**src/rtl/debug_monitor.sv**
```systemverilog
// Run-time console/dump monitor for the pipelined core: captures print_flag toggles into a
// FIFO, streams them out, then on halt or watchdog drains, dumps a memory window and ends.
module debug_monitor #(
  parameter int unsigned       DATA_W     = 32,
  parameter int unsigned       ADDR_W     = 32,
  parameter int unsigned       FIFO_DEPTH = 16,
  parameter logic [ADDR_W-1:0] DUMP_BASE  = '0,
  parameter int unsigned       DUMP_COUNT = 10,
  parameter int unsigned       TIMEOUT    = 0
) (
  input  logic              clk,
  input  logic              rst,
  input  logic              print_flag,
  input  logic [7:0]        print_data,
  input  logic              halt,
  output logic              mem_rd_en,
  output logic [ADDR_W-1:0] mem_rd_addr,
  input  logic [DATA_W-1:0] mem_rd_data,
  output logic              out_valid,
  input  logic              out_ready,
  output logic [1:0]        out_type,
  output logic [DATA_W-1:0] out_data,
  output logic [ADDR_W-1:0] out_addr,
  output logic              overflow,
  output logic              done,
  output logic [31:0]       cycle_count,
  output logic [2:0]        dbg_state
);

  // Stream handshake: a word transfers on a rising edge where out_valid && out_ready; once
  // out_valid is high the payload holds until that edge, and out_valid never looks at out_ready.

  localparam int PTR_W = $clog2(FIFO_DEPTH);
  localparam int CNT_W = PTR_W + 1;
  localparam logic [31:0] TIMEOUT_M1 = 32'(TIMEOUT - 1);

  typedef enum logic [2:0] {
    ST_RUN       = 3'd0,
    ST_DRAIN     = 3'd1,
    ST_DUMP_REQ  = 3'd2,
    ST_DUMP_WAIT = 3'd3,
    ST_DUMP_OUT  = 3'd4,
    ST_END       = 3'd5,
    ST_DONE      = 3'd6
  } state_t;

  state_t state, state_nxt;

  logic [7:0]        fifo_mem [FIFO_DEPTH];
  logic [PTR_W-1:0]  wr_ptr, rd_ptr, rd_ptr_nxt;
  logic [CNT_W-1:0]  count;
  logic              flag_q, primed, evt;
  logic [31:0]       halt_cnt;
  logic              reason;
  logic [31:0]       dump_idx;
  logic [ADDR_W-1:0] dump_addr;
  logic              fifo_full, out_fire, char_mode, wd_hit;
  logic              push, pop, capture;

  assign evt        = primed && (print_flag != flag_q);
  assign fifo_full  = (count == CNT_W'(FIFO_DEPTH));
  assign out_fire   = out_valid && out_ready;
  assign char_mode  = (state == ST_RUN) || (state == ST_DRAIN);
  assign wd_hit     = (TIMEOUT != 0) && (cycle_count == TIMEOUT_M1);
  assign rd_ptr_nxt = rd_ptr + PTR_W'(1);
  assign dump_addr  = DUMP_BASE + ADDR_W'({dump_idx, 2'b00});
  // The presented character stays in the FIFO until accepted, so it counts against depth.
  assign pop        = char_mode && out_fire;

  assign mem_rd_en   = (state == ST_DUMP_REQ);
  assign mem_rd_addr = mem_rd_en ? dump_addr : '0;
  assign done        = (state == ST_DONE);
  assign dbg_state   = state;

  always_ff @(posedge clk or posedge rst) begin
    if (rst) state <= ST_RUN;
    else     state <= state_nxt;
  end

  always_comb begin
    state_nxt = state;
    push      = 1'b0;
    capture   = 1'b0;
    case (state)
      ST_RUN: begin
        push = evt && !fifo_full;
        if (halt || wd_hit) begin
          state_nxt = ST_DRAIN;
          capture   = 1'b1;
        end
      end
      ST_DRAIN: begin
        if ((count == '0) || ((count == CNT_W'(1)) && out_fire))
          state_nxt = (DUMP_COUNT == 0) ? ST_END : ST_DUMP_REQ;
      end
      ST_DUMP_REQ:  state_nxt = ST_DUMP_WAIT;
      ST_DUMP_WAIT: state_nxt = ST_DUMP_OUT;
      ST_DUMP_OUT: begin
        if (out_fire) state_nxt = (dump_idx < DUMP_COUNT - 1) ? ST_DUMP_REQ : ST_END;
      end
      ST_END: begin
        if (out_fire) state_nxt = ST_DONE;
      end
      ST_DONE: state_nxt = ST_DONE;
      default: state_nxt = ST_RUN;
    endcase
  end

  always_ff @(posedge clk or posedge rst) begin
    if (rst) begin
      flag_q      <= 1'b0;
      primed      <= 1'b0;
      cycle_count <= '0;
      overflow    <= 1'b0;
      halt_cnt    <= '0;
      reason      <= 1'b0;
    end else begin
      flag_q <= print_flag;
      primed <= 1'b1;
      if (cycle_count != 32'hFFFF_FFFF) cycle_count <= cycle_count + 32'd1;
      if ((state == ST_RUN) && evt && fifo_full) overflow <= 1'b1;
      if (capture) begin
        halt_cnt <= cycle_count;
        reason   <= !halt;
      end
    end
  end

  always_ff @(posedge clk) begin
    if (push) fifo_mem[wr_ptr] <= print_data;
  end

  always_ff @(posedge clk or posedge rst) begin
    if (rst) begin
      wr_ptr <= '0;
      rd_ptr <= '0;
      count  <= '0;
    end else begin
      if (push) wr_ptr <= wr_ptr + PTR_W'(1);
      if (pop)  rd_ptr <= rd_ptr_nxt;
      case ({push, pop})
        2'b10:   count <= count + CNT_W'(1);
        2'b01:   count <= count - CNT_W'(1);
        default: count <= count;
      endcase
    end
  end

  always_ff @(posedge clk or posedge rst) begin
    if (rst) begin
      out_valid <= 1'b0;
      out_type  <= 2'd0;
      out_data  <= '0;
      out_addr  <= '0;
      dump_idx  <= '0;
    end else begin
      case (state)
        ST_RUN, ST_DRAIN: begin
          if (out_fire) begin
            if (count > CNT_W'(1)) begin
              out_data <= DATA_W'(fifo_mem[rd_ptr_nxt]);
            end else begin
              out_valid <= 1'b0;
            end
          end else if (!out_valid && (count != '0)) begin
            out_valid <= 1'b1;
            out_type  <= 2'd0;
            out_data  <= DATA_W'(fifo_mem[rd_ptr]);
            out_addr  <= '0;
          end
        end
        ST_DUMP_WAIT: begin
          out_valid <= 1'b1;
          out_type  <= 2'd1;
          out_data  <= mem_rd_data;
          out_addr  <= dump_addr;
        end
        ST_DUMP_OUT: begin
          if (out_fire) begin
            out_valid <= 1'b0;
            dump_idx  <= dump_idx + 32'd1;
          end
        end
        ST_END: begin
          if (!out_valid) begin
            out_valid <= 1'b1;
            out_type  <= 2'd2;
            out_data  <= DATA_W'(halt_cnt);
            out_addr  <= ADDR_W'(reason);
          end else if (out_ready) begin
            out_valid <= 1'b0;
          end
        end
        default: out_valid <= 1'b0;
      endcase
    end
  end

endmodule

```
**config.mk**
```make
export PLATFORM = sky130hd
export DESIGN_NAME = debug_monitor
export DESIGN_NICKNAME = d
export VERILOG_FILES = /design/src/rtl/debug_monitor.sv
export SDC_FILE = /design/constraint.sdc
export NUM_CORES = 1
export LEC_CHECK = 0
export BUFFER_PORTS_ARGS = -buffer_cell sky130_fd_sc_hd__buf_2
export CORE_AREA = 2 2 190 192
export DETAILED_ROUTE_END_ITERATION = 12
export DIE_AREA = 0 0 192 194
export MAX_ROUTING_LAYER = met4
export SYNTH_ARGS = -nofsm -noshare
export SYNTH_HDL_FRONTEND = slang
export SYNTH_SLANG_ARGS = --single-unit
```
**constraint.sdc**
```tcl
create_clock -name clk -period 7.2 [get_ports clk]
set_input_delay 1.44 -clock clk [delete_from_list [all_inputs] [get_ports clk]]
set_output_delay 1.44 -clock clk [all_outputs]
set_load 0.03 [all_outputs]
```
* Word-level counts from Yosys, hierarchy flattened
Memory sizes are Yosys's and may differ from the RTL's. Index checks and enable logic that the tools add are counted.
Word-level totals: bits in registers 183, RAM bits 128, input bits 45, output and inout bits 137, word-level logic and storage cells 103, memories 1
Operators by class: add/subtract/negate cells 6, $lt $le $gt $ge 2, equal/unequal tests 22, muxes and demuxes 33, reduce and logical (&&, ||, !) cells 24
Memory list:
- fifo_mem | words 16, width 8, read ports 2, clocked after Yosys merged registers in 0, wr ports 1, line 49 | logic [7:0] fifo_mem [FIFO_DEPTH];
Operator list (count):
- 32-bit 2-to-1 mux | 8
- 32-bit case mux with 3 select lines | 2
- 32-bit by 1-bit adder with 32-bit output, second input constant | 2
- 32-bit by 4-bit < comparator with 1-bit output, second input constant | 1
- 32-bit != test, second input constant | 1
- 3-bit case mux with 7 select lines | 1
- 3-bit 2-to-1 mux | 5
- 2-bit != test, second input constant | 6
- 4-bit AND reduction | 3
- 1-bit 2-to-1 mux | 11
- 5-bit case mux with 2 select lines | 1
- 3-bit == test, second input constant | 3
- 3-bit != test, second input constant | 3
- 4-bit by 1-bit adder with 4-bit output, second input constant | 2
- 1-bit logical AND | 8
- 3-bit by 2-bit == test with 1-bit output, second input constant | 2
- 2-bit 2-to-1 mux | 3
- 2-bit case mux with 3 select lines | 1
- 5-bit by 1-bit adder with 5-bit output, second input constant | 1
- 5-bit by 1-bit == test with 1-bit output, second input constant | 1
- 5-bit == test, second input constant | 1
- 5-bit by 1-bit greater-than comparator with 1-bit output, second input constant | 1
- 5-bit zero test | 1
- 5-bit nonzero test | 1
- other kinds (15) | 18

* Logic depth before layout (Yosys ltp)
word-level depth 6, depth in mapped cells 11, gate-level depth less buffers 10

* Worst setup path before layout
Ideal clock, no wire load.
path type flip-flop to output port, start point reg state[1] (netlist: dbg_state[1]), end point out mem_rd_addr[22], data arrival time 1.980 ns, data required time 5.760 ns, setup slack 3.780 ns, stages on the path, launching flop included 6, buffers on the path 3, path through dfrtp_1 -> buf_6 -> buf_2 -> nor3b_1 -> clkbuf_1 -> and2_1
On the way: word-level cells in the longest chain between the ends 2
Ends and longest elaborated chain:
- start, declared | line 47 | state_t state, state_nxt;
- start signal, assigned | line 77 | else state <= state_nxt;
- 3-bit by 2-bit == test with 1-bit output | line 70 | assign mem_rd_en = (state == ST_DUMP_REQ);
- named net mem_rd_en | line 16 | output logic mem_rd_en,
- 32-bit 2-to-1 mux | line 71 | assign mem_rd_addr = mem_rd_en ? dump_addr : '0;
- end, declared | line 17 | output logic [ADDR_W-1:0] mem_rd_addr,
The timed path passes the listed nets, and every way through them passes these cells.

* Worst setup path in the final report
start point reg state[1] (netlist: dbg_state[1]), end point out mem_rd_addr[10]
On the way: word-level cells in the longest chain between the ends 2
Ends and longest elaborated chain (line):
- 3-bit by 2-bit == test with 1-bit output | 70
- 32-bit 2-to-1 mux | 71
No other way between the ends.

==> impl_metrics.yaml <==
yosys:
  ys_seq_area_frac: 0.587
  ys_types: 62
  yosysTopAreaCellShare: 0.318
  netlist_top_cells_area: "dfrtp_1, edfxtp_1, mux2i_1"
  ys_ff_latch: 310
  syn_area_um2: 14300
  ys_top_cells_by_count: "dfrtp_1, edfxtp_1, nor2_1"
  ys_warn_count: 0
  synthCells: 1103
  synth_top_flop_cell: "dfrtp_1"
  syn_avg_cell_area_um2: 13.0
  synth_edf_count: 128
  async_reset_ff_frac: 0.587
  yosysMostFrequentCell: "dfrtp_1"
  yosys.area.top_type: "dfrtp_1"
detailed_routing:
  avgViaCountPerCell: 5.51
  drtAntennaViolNets: 0
  drc: 0
  dr_total_vias: 9637
  first_iter_violations: 640
  wl_um: 36200
  wl_per_cell_um: 20.7
  dr.pass1.iters: 7
global_route:
  grt_pass1_wl_um: 56000
  globalRouteOverflowTotal: 0
  grt_start_max_net_pins: 127
  grt_pass1_vias: 9453
  antenna_found_initial: 0
  grtUsageTotal: 0.199
cells_and_area:
  syn_to_final_growth_pct: 17.3
  drive_above_1_share: 0.252
  nFillCells: 3232
  fin_cells: 1750
  final_util: 0.476
  nets: 1319
  fin_area_um2: 16800
setup_path:
  required_ns: 5.76
  cp-start-kind: "flop"
  crit_buf_inv: 2
  r2r_slack_ns: 3.76
  slowest_stage: "dfrtp_1"
  cp-end-kind: "primary output"
  path_max_fanout: 23
  crit_path_max_incr_delay_ns: 0.72
  crit_type: "reg -> out"
  arrival_ns: 2.41
  crit_path_cell_trace: "nor3b_2 > buf_4 > and2_1 > buf_2"
  crit_family: "flip-flops"
clocking:
  cts_hold_buffers: 0
  cts.sinks: 310
  cts_buffers: 36
  ctsLongestPathBuffers: 3
  cts-resized-gates: 0
  root_buffer: "clkbuf_16"
  post-cts-setup-buffers: 0
  clk_pin_slew_ns: 0.06
  cts_tree: "done"
  clk_latency_ns: 0.53
  h-tree-depth: 2
timing:
  period_needed_ns: 3.85
  worst_pin_slew_ns: 1.19
  grt_setup_unrepaired: "false"
  max_freq_mhz: 260
  fin_crit_sh: 0.535
  skew_ns: 0.0321
  finalSetupTns_ns: 0
  hold_violations: 0
  slew_viol_final: 0
  slew_headroom: 0.209
  finalSetupViolCount: 0
place:
  port_buffers: 178
  hpwl_um: 24900
  placed_cells: 1685
  gp_congestion: 0.967
  dpl_cell_area_um2: 15600
floorplan:
  design.core.area_um2: 35200
  die_area_um2: 37200
  die_height_um: 194
  rows: 69
  start_util: 0.406
  die_w_um: 192
  num_io_pins: 182
pwr:
  cellLeakagePower_nw: 7.05
  pwr_density_cell_nw_per_um2: 222
  ir_worst_vdd_v: 0.000175
min_path:
  holdCritPathClass: "reg -> reg"
flow_run:
  drv_cap: 0
outcome:
  status: "finished, final reports clean"
sequential cells by signal (all words and copies together), names as in the netlist, 2 cells and up:
name,cells
dump_idx,32
halt_cnt,32
count,5
out_type,2
rd_ptr,4
out_data,32
out_addr,31
fifo_mem,128
cycle_count,32
dbg_state,3
wr_ptr,4
cells in the final DEF, fill, tap and decap left out, types with 10 or more instances in the layout:
cell type / synthesis / final
dfrtp_1: 182 / 180
buf_2: 32 / 178
edfxtp_1: 128 / 128
nor2_1: 100 / 99
mux2i_1: 81 / 81
nand2_1: 51 / 51
xnor2_1: 51 / 51
a22oi_1: 40 / 40
a22o_1: 39 / 39
and2_1: 37 / 37
clkbuf_16: 0 / 37
mux2_2: 35 / 35
nand3_1: 29 / 29
xor2_1: 27 / 27
a31oi_1: 25 / 25
mux4_2: 24 / 24
a221oi_1: 24 / 24
nand4_1: 16 / 16
nor3_1: 13 / 13
inv_1: 13 / 12
ha_1: 12 / 11
and4_1: 10 / 10
clkbuf_1: 20 / 10
buf_4: 5 / 10
power breakdown:
part	leakage [nW]	switching, W	internal (W)
registers	3.65	0.000000181	0.00184
logic	2.83	0.0000402	0.00000937
clock network	0.578	0.000705	0.00113
per-layer routing:
metal,GRT usage,share of wire,vias up
li1,-,-,4447
met1,0.280,0.46,4804
met2,0.296,0.45,325
met3,0.0389,0.067,61
met4,0.0503,0.022,0
met5,-,0,-
worst paths after layout:
check / from / to / depth (start not counted)
worst max-delay path: dbg_state[1] / mem_rd_addr[10] / 4
worst min-delay path: dump_idx[31] / dump_idx[31] / 1
worst max register to register: rd_ptr[1] / out_data[0] / 5
worst min register to register: dump_idx[31] / dump_idx[31] / 1
max in group asynchronous: rst / rd_ptr[0] / 3
min in group asynchronous: rst / out_data[24] / 2
per-stage QoR:
stage,hold WS (ns),setup slack [ns],total power (W)
after floorplan,0.443,0.816,0.00190
after global placement,0.458,3.29,0.00193
after detailed placement,0.459,3.15,0.00193
after CTS,0.470,3.28,0.00377
after global routing,0.478,3.14,0.00386
final,0.472,3.35,0.00373
cell type report:
class                   count  area, um2  share of cell area
clock buffers              51       1020              0.0607
diodes                      1       2.50            0.000149
inverters                  13       56.3             0.00336
repair buffers            188        966              0.0576
flip-flops and latches    310       8400               0.501
clock inverters            13        186              0.0111
multi-input cells         713       5560               0.332
well taps                 461        577              0.0344
logic make-up (layout without fill, tap and decap cells):
kind of cell	count (synthesis)	after routing	share of synthesized area
other	2	5	0.000525
xor gates and xnor gates	78	78	0.0478
AOI/OAI and AO/OA	166	166	0.0907
adders and majority gates	12	12	0.0105
and+or+nand+nor	313	313	0.115
buffers and inverters	82	265	0.0267
DFF	310	310	0.587
muxes	140	140	0.122
worst register-to-register path: cells and delay by family, from the launching register on:
kind | cells | cell delay, ns
compound gates | 3 | 0.72
fa+ha+maj | 1 | 0.96
flops | 1 | 1.13
mux | 1 | 0.53
No activity file was read; power rests on OpenSTA's default activity.
